$ cat config.mk
export PLATFORM = sky130hd
export DESIGN_NAME = frame_receiver
export DESIGN_NICKNAME = d
export VERILOG_FILES = /design/src/rtl/frame_receiver.sv
export SDC_FILE = /design/constraint.sdc
export NUM_CORES = 1
export LEC_CHECK = 0
export CAP_MARGIN = 10
export CORE_MARGIN = 2
export CORE_UTILIZATION = 54
export DETAILED_ROUTE_END_ITERATION = 7
export GPL_TIMING_DRIVEN = 0
export PLACE_DENSITY = 0.91
export REMOVE_ABC_BUFFERS = 1
export SLEW_MARGIN = 15
export SYNTH_ARGS = -nofsm -noshare
export SYNTH_HDL_FRONTEND = slang
export SYNTH_SLANG_ARGS = --single-unit
$ cat constraint.sdc
create_clock -name clk -period 10.17 [get_ports clk]
set_clock_uncertainty 0.2 [all_clocks]
set_input_delay 3.051 -clock clk [delete_from_list [all_inputs] [get_ports clk]]
set_output_delay 3.051 -clock clk [all_outputs]
set_load 0.05 [all_outputs]
$ cat src/rtl/frame_receiver.sv
// ---------------------------------------------------------------------------
// frame_receiver
//   Receive-side parser for the 13-byte controller frame
//     52 0D 01 D0 D1 D2 D3 D4 D5 D6 D7 CS 9A
//   with CS = ~(sum of all other frame bytes) mod 256.
//   Bytes arrive from the UART RX path as single-cycle rx_valid strobes.
//   Payload bytes are collected in a shadow buffer. They reach frame_data only
//   when the tail byte and the checksum are both correct. Every accepted frame
//   pulses frame_valid. Every rejected frame pulses frame_err and records its
//   cause in err_code. Each pulse bumps a wrap-around counter.
//
//   Optional feature: define FRAME_TIMEOUT_EN to abort a partial frame after
//   TIMEOUT_CYCLES idle cycles between bytes (err_code 5).
//
// Ports
//   clk           in   1      system clock, rising edge
//   rst           in   1      synchronous reset, active-high
//   rx_data       in   8      received byte
//   rx_valid      in   1      rx_data valid strobe
//   sel           in   3      payload byte index for preview_data
//   frame_data    out  64     last good payload, D0 in [63:56] .. D7 in [7:0]
//   preview_data  out  8      byte sel of frame_data (combinational)
//   frame_valid   out  1      one-cycle pulse, good frame accepted
//   frame_err     out  1      one-cycle pulse, frame rejected
//   err_code      out  3      1 len, 2 func, 3 checksum, 4 tail, 5 timeout
//   good_cnt      out  CNT_W  good frame count (wraps)
//   err_cnt       out  CNT_W  rejected frame count (wraps)
//   busy          out  1      parser is inside a frame
// ---------------------------------------------------------------------------
module frame_receiver #(
    parameter int CNT_W          = 8,
    parameter int TIMEOUT_CYCLES = 50000
) (
    input  logic             clk,
    input  logic             rst,
    input  logic [7:0]       rx_data,
    input  logic             rx_valid,
    input  logic [2:0]       sel,
    output logic [63:0]      frame_data,
    output logic [7:0]       preview_data,
    output logic             frame_valid,
    output logic             frame_err,
    output logic [2:0]       err_code,
    output logic [CNT_W-1:0] good_cnt,
    output logic [CNT_W-1:0] err_cnt,
    output logic             busy
);

    localparam logic [2:0] S_HDR  = 3'd0;
    localparam logic [2:0] S_LEN  = 3'd1;
    localparam logic [2:0] S_FUNC = 3'd2;
    localparam logic [2:0] S_DATA = 3'd3;
    localparam logic [2:0] S_CS   = 3'd4;
    localparam logic [2:0] S_TAIL = 3'd5;

    localparam logic [7:0] B_HDR  = 8'h52;
    localparam logic [7:0] B_LEN  = 8'h0D;
    localparam logic [7:0] B_FUNC = 8'h01;
    localparam logic [7:0] B_TAIL = 8'h9A;

    logic [2:0]       state_q, state_d;
    logic [7:0]       sum_q, sum_d;
    logic [2:0]       idx_q, idx_d;
    logic [7:0]       cs_q, cs_d;
    logic [63:0]      shadow_q, shadow_d;
    logic [63:0]      frame_data_q, frame_data_d;
    logic             frame_valid_q, frame_valid_d;
    logic             frame_err_q, frame_err_d;
    logic [2:0]       err_code_q, err_code_d;
    logic [CNT_W-1:0] good_cnt_q, good_cnt_d;
    logic [CNT_W-1:0] err_cnt_q, err_cnt_d;
    logic [7:0]       chk_sum;
    logic [2:0]       sel_rev;

`ifdef FRAME_TIMEOUT_EN
    localparam int TW = (TIMEOUT_CYCLES < 2) ? 1 : $clog2(TIMEOUT_CYCLES + 1);
    localparam logic [TW-1:0] TMO_LAST = TW'(TIMEOUT_CYCLES - 1);
    logic [TW-1:0] tmo_q, tmo_d;
`else
    localparam int unused_timeout = TIMEOUT_CYCLES;
`endif

    // sum_q already covers 52 0D 01 D0..D7; adding the tail and CS must give FF.
    assign chk_sum = sum_q + rx_data + cs_q;

    always_comb begin
        state_d       = state_q;
        sum_d         = sum_q;
        idx_d         = idx_q;
        cs_d          = cs_q;
        shadow_d      = shadow_q;
        frame_data_d  = frame_data_q;
        frame_valid_d = 1'b0;
        frame_err_d   = 1'b0;
        err_code_d    = err_code_q;
        good_cnt_d    = good_cnt_q;
        err_cnt_d     = err_cnt_q;
`ifdef FRAME_TIMEOUT_EN
        tmo_d         = (rx_valid || state_q == S_HDR) ? '0 : tmo_q + 1'b1;
`endif

        if (rx_valid) begin
            case (state_q)
                S_HDR: begin
                    // Anything but a header byte is line noise and is dropped.
                    if (rx_data == B_HDR) begin
                        state_d = S_LEN;
                        sum_d   = B_HDR;
                    end
                end
                S_LEN: begin
                    if (rx_data == B_LEN) begin
                        state_d = S_FUNC;
                        sum_d   = sum_q + rx_data;
                    end else begin
                        state_d     = S_HDR;
                        frame_err_d = 1'b1;
                        err_code_d  = 3'd1;
                        err_cnt_d   = err_cnt_q + 1'b1;
                    end
                end
                S_FUNC: begin
                    if (rx_data == B_FUNC) begin
                        state_d = S_DATA;
                        sum_d   = sum_q + rx_data;
                        idx_d   = 3'd0;
                    end else begin
                        state_d     = S_HDR;
                        frame_err_d = 1'b1;
                        err_code_d  = 3'd2;
                        err_cnt_d   = err_cnt_q + 1'b1;
                    end
                end
                S_DATA: begin
                    // D0 lands in the top byte, so index 0 maps to bits [63:56].
                    shadow_d[{~idx_q, 3'b000} +: 8] = rx_data;
                    sum_d = sum_q + rx_data;
                    idx_d = idx_q + 3'd1;
                    if (idx_q == 3'd7) begin
                        state_d = S_CS;
                    end
                end
                S_CS: begin
                    cs_d    = rx_data;
                    state_d = S_TAIL;
                end
                S_TAIL: begin
                    state_d = S_HDR;
                    sum_d   = sum_q + rx_data;
                    if (rx_data != B_TAIL) begin
                        frame_err_d = 1'b1;
                        err_code_d  = 3'd4;
                        err_cnt_d   = err_cnt_q + 1'b1;
                    end else if (chk_sum != 8'hFF) begin
                        frame_err_d = 1'b1;
                        err_code_d  = 3'd3;
                        err_cnt_d   = err_cnt_q + 1'b1;
                    end else begin
                        frame_valid_d = 1'b1;
                        frame_data_d  = shadow_q;
                        good_cnt_d    = good_cnt_q + 1'b1;
                    end
                end
                default: state_d = S_HDR;
            endcase
        end

`ifdef FRAME_TIMEOUT_EN
        // A byte in the expiry cycle takes precedence, hence the !rx_valid term.
        if (!rx_valid && state_q != S_HDR && tmo_q == TMO_LAST) begin
            state_d     = S_HDR;
            frame_err_d = 1'b1;
            err_code_d  = 3'd5;
            err_cnt_d   = err_cnt_q + 1'b1;
            tmo_d       = '0;
        end
`endif
    end

    always_ff @(posedge clk) begin
        if (rst) begin
            state_q       <= S_HDR;
            sum_q         <= '0;
            idx_q         <= '0;
            frame_data_q  <= '0;
            frame_valid_q <= 1'b0;
            frame_err_q   <= 1'b0;
            err_code_q    <= '0;
            good_cnt_q    <= '0;
            err_cnt_q     <= '0;
`ifdef FRAME_TIMEOUT_EN
            tmo_q         <= '0;
`endif
        end else begin
            state_q       <= state_d;
            sum_q         <= sum_d;
            idx_q         <= idx_d;
            frame_data_q  <= frame_data_d;
            frame_valid_q <= frame_valid_d;
            frame_err_q   <= frame_err_d;
            err_code_q    <= err_code_d;
            good_cnt_q    <= good_cnt_d;
            err_cnt_q     <= err_cnt_d;
`ifdef FRAME_TIMEOUT_EN
            tmo_q         <= tmo_d;
`endif
        end
    end

    // Shadow payload and latched CS are only consumed after being rewritten
    // by the current frame, so they carry no reset.
    always_ff @(posedge clk) begin
        shadow_q <= shadow_d;
        cs_q     <= cs_d;
    end

    assign sel_rev      = 3'd7 - sel;
    assign preview_data = frame_data_q[{sel_rev, 3'b000} +: 8];
    assign frame_data   = frame_data_q;
    assign frame_valid  = frame_valid_q;
    assign frame_err    = frame_err_q;
    assign err_code     = err_code_q;
    assign good_cnt     = good_cnt_q;
    assign err_cnt      = err_cnt_q;
    assign busy         = (state_q != S_HDR);

endmodule

# Word-level counts from Yosys, hierarchy flattened

Index checks and enable logic that the tools add are counted.

Flip-flop bits (word level): 171
Input bits: 14

Add/sub/neg operators: 7
Equality and inequality tests: 18
Shift operators: 3
Multiplexer cells: 28
Bitwise gates (word level): 5
Reduce and logical (&&, ||, !) cells: 15

Operator list:

| kind                   | number |
|---|---|
| $bwmux 64              | 1 |
| $shift 8x8->64 const A | 1 |
| $shiftx 64x7->8        | 1 |
| $shiftx 8x8->64        | 1 |
| $mux 8                 | 7 |
| $pmux 8 s4             | 1 |
| $pmux 8 s3             | 1 |
| $mux 3                 | 7 |
| $add 8x1->8 const B    | 2 |
| $add 8x8->8            | 2 |
| $ne 8x8->1 const B     | 2 |
| $pmux 3 s5             | 1 |
| $ne 2x2->1 const B     | 6 |
| $reduce_and 5->1       | 2 |
| $eq 3x3->1 const B     | 3 |
| $pmux 3 s3             | 1 |
| $eq 8x1->1 const B     | 1 |
| $eq 8x4->1 const B     | 1 |
| $eq 8x7->1 const B     | 1 |
| $neg 6->8              | 1 |
| $eq 3x2->1 const B     | 2 |
| $pmux 3 s2             | 1 |
| $reduce_and 3->1       | 2 |
| $reduce_bool 3->1      | 2 |
| 16 further kinds       | 26 |

# Logic depth before layout (Yosys ltp)

Word-level depth: 6
Gate-level depth with buffers: 17
Depth with buffers taken out: 14

# Worst setup path before layout

No wires, ideal clock.

Kind: input to output
From: input port sel[0]
To: output port preview_data[3]
Arrival time: 4.786 ns
Required time: 6.919 ns
Setup slack: 2.133 ns
Stages on the path: 4
Path buffers: 2
Cells stage by stage: clkbuf_1 -> clkbuf_1 -> mux4_2 -> mux2_2

Cells in the longest elaborated chain, start to end: 2

Ends and longest elaborated chain:

| element            | RTL line | text |
|---|---|---|
| start: declaration | 38       | `input logic [2:0] sel,` |
| $sub 3x3->3        | 217      | `assign sel_rev = 3'd7 - sel;` |
| $shiftx 64x7->8    | 218      | `assign preview_data = frame_data_q[{sel_rev, 3'b000} +: 8];` |
| end: declaration   | 40       | `output logic [7:0] preview_data,` |

Every way passes these cells.

# Worst setup path after layout

From: input port sel[0]
To: output port preview_data[1]

Same word-level chain as after synthesis.

==> results.toml <==
[status]
status = "finished clean"

[floorplan]
ios = 108
die_y_um = 124
dieWidth_um = 124
fp-row-count = 43
core_mm2 = 0.0139
initial_utilization = 0.554
dieArea_mm2 = 0.0153

[route]
postRouteAntennaNets = 0
routed_wl_um = 18300
drc_errors = 0
wl_per_cell_um = 17.7
first_pass_iters = 5
num_vias = 6042
viasPerCell = 5.84
first_iter_violations = 580

[worst_setup_path]
worst-r2r-setup-slack_ps = 5190
crit_required_ps = 6920
crit_type = "primary input to output pin"
start_kind = "primary input"
ff2ff_path_depth = 14
arrival_ps = 5890
path_max_fanout = 16
critPathCapture = "preview_data[1]"
r2r-start = "sum_q[0]"
reg2reg_to = "good_cnt[6]"
critPathLaunch = "sel[0]"
worstSetupEndpointType = "output pin"

[placement]
place_inst = 1003
port_buffers = 107
dp_hpwl_um = 12100
place_congestion = 0.868

[cells_and_area]
drive_gt1_frac = 0.0971
syn2layout_area_growth_pct = 23.3
finalNetCount = 877
diodes = 0
fin_util = 0.683
stdcell_count = 1035

[power]
p_leak_nw = 3.23
p_per_area_mw_per_mm2 = 146
p_total_mw = 1.39
peakVddDrop_mv = 0.116

[logic_synthesis]
ys.flop_type = "dfxtp_1"
syn-cell-area_mm2 = 0.00772
yosysTopAreaCellShare = 0.280
ys_ff_latch = 171
netlist_top_cells_area = "edfxtp_1 (28%), dfxtp_1 (26%), nand2_1 (7.1%)"
synth_edf_count = 72
yosysWarnings = 0
synth.avg_cell_area_um2 = 10.2
synth_most_common_cell = "nand2_1"
ys_async_sr_fraction = 0
synth_seq_area_share = 0.537
synth_cell_type_count = 52
synth_top_cell_by_area = "edfxtp_1"
netlist_instances = 754
ys_top_cells_by_count = "nand2_1 (146), dfxtp_1 (99), a21oi_1 (80)"

[cts]
cts_tree = "yes"
cts_buffers = 17
clock_sinks = 171
cts.clk_slew.worst_paths_ps = 60
cts-root-buf = "clkbuf_16"
insertion_delay_ps = 430
ctsHtreeMaxLevel = 4
cts_resized = 0
postCtsSetupRepairBufs = 0
postCtsHoldBufs = 0
clockBufferDepth = 2

[timing]
period_minus_slack_ps = 9150
finalSetupViolCount = 0
rsz0062_at_grt = "no"
fin_crit_sh = 0.899
clock.fmax_mhz = 109
max_slew_margin = 0.283
worst_pin_slew_ps = 1070
hold-worst-slack_ps = 266
drv_slew = 0
hold_violations = 0

[global_route]
antenna_found_initial = 0
grt_pass1_wl_um = 29300
grt_max_degree = 68
grt_pass1_vias = 5919
grt_overflow = 0
grt_use_total = 0.254

[flow_run]
cap_violations = 0

[worst_hold_path]
hp-start = "frame_data[17]"
hp-class = "flip-flop to flip-flop"
[through the flow]
stage          area, µm²  TNS, ps  setup WS, ps
2_1_floorplan       7540        0           185
3_3_place_gp        8840  -165790         -2740
3_5_place_dp        8930        0           976
4_1_cts             9510        0           965
5_1_grt             9520        0           866
6_report            9520        0          1020
[placed cells by master, fill, tap and decap left out, types with 2 or more instances in the layout]
master,count
clkdlybuf4s50_1,106
nor3_2,4
a21oi_1,80
a211oi_1,4
and3_1,13
inv_1,10
o22ai_1,4
edfxtp_1,72
clkbuf_16,18
nand3_1,6
xor2_1,5
clkinvlp_4,4
clkbuf_8,2
nand4_1,8
nor4_1,9
dfxtp_1,99
mux4_2,16
nand2_1,146
mux2_2,21
ha_1,19
fa_1,2
buf_4,6
nor2b_1,17
nand2b_1,10
and2_1,56
a41oi_1,2
mux2i_1,3
a21o_1,4
a22oi_1,7
xnor2_1,8
o21ai_0,5
nor3_1,13
o21ai_1,2
clkbuf_1,3
o21a_1,2
inv_4,2
nor2_1,41
[layout make-up]
class	instances	area (µm²)
timing repair buffer	114	1150
inverter	10	37.5
multi-input combinational	528	3380
sequential	171	4140
tap	180	225
clock inverter	9	86.3
clock buffer	23	489
fill	972	4420
[how the worst min path moves through the flow]
stage	to	cells after the start	slack [ps]
after global placement	frame_data[27]	2	250
final	frame_data[17]	2	270
after CTS	frame_data[34]	2	270
after floorplan	sum_q[7]	2	280
after detailed placement	frame_data[39]	2	260
after global routing	frame_data[59]	2	280
[where the power goes]
group / internal [mW] / switching [mW] / leakage, nW / total, mW
Combinational: 0.0174 / 0.0303 / 1.62 / 0.0476
Sequential: 0.710 / 0.0000854 / 1.34 / 0.710
Clock: 0.364 / 0.264 / 0.271 / 0.629
[kinds of logic (layout without fill, tap and decap cells)]
group / after synthesis / count (layout) / synth area share
AO/OA/AOI/OAI: 121 / 121 / 0.0916
AND/OR/NAND/NOR: 331 / 331 / 0.207
multiplexers: 41 / 41 / 0.0832
buffers and inverters: 55 / 156 / 0.0277
flip-flops: 171 / 171 / 0.537
XOR/XNOR: 14 / 14 / 0.0177
adder cells (fa/ha/maj): 21 / 21 / 0.0360
[sequential cells by signal (all words and copies together), names as in the netlist]
signal and flops:
frame_valid 1, state_q 3, cs_q 8, sum_q 8, good_cnt 8, frame_data 64, frame_err 1, err_cnt 8
idx_q 3, shadow_q 64, err_code 3
[critical path: stages]
cell and delay, ps:
clkdlybuf4s50_1 1180, mux4_2 670, mux2_2 280, clkdlybuf4s50_1 700
[routing by layer]
layer / vias up / track usage / routed length, µm
met5: - / 0 / 0
met4: 0 / 0.107 / 469
met3: 45 / 0.0604 / 1640
met2: 297 / 0.425 / 9100
met1: 2870 / 0.314 / 7120
li1: 2830 / - / -
Power figures use the tool's default switching activity.
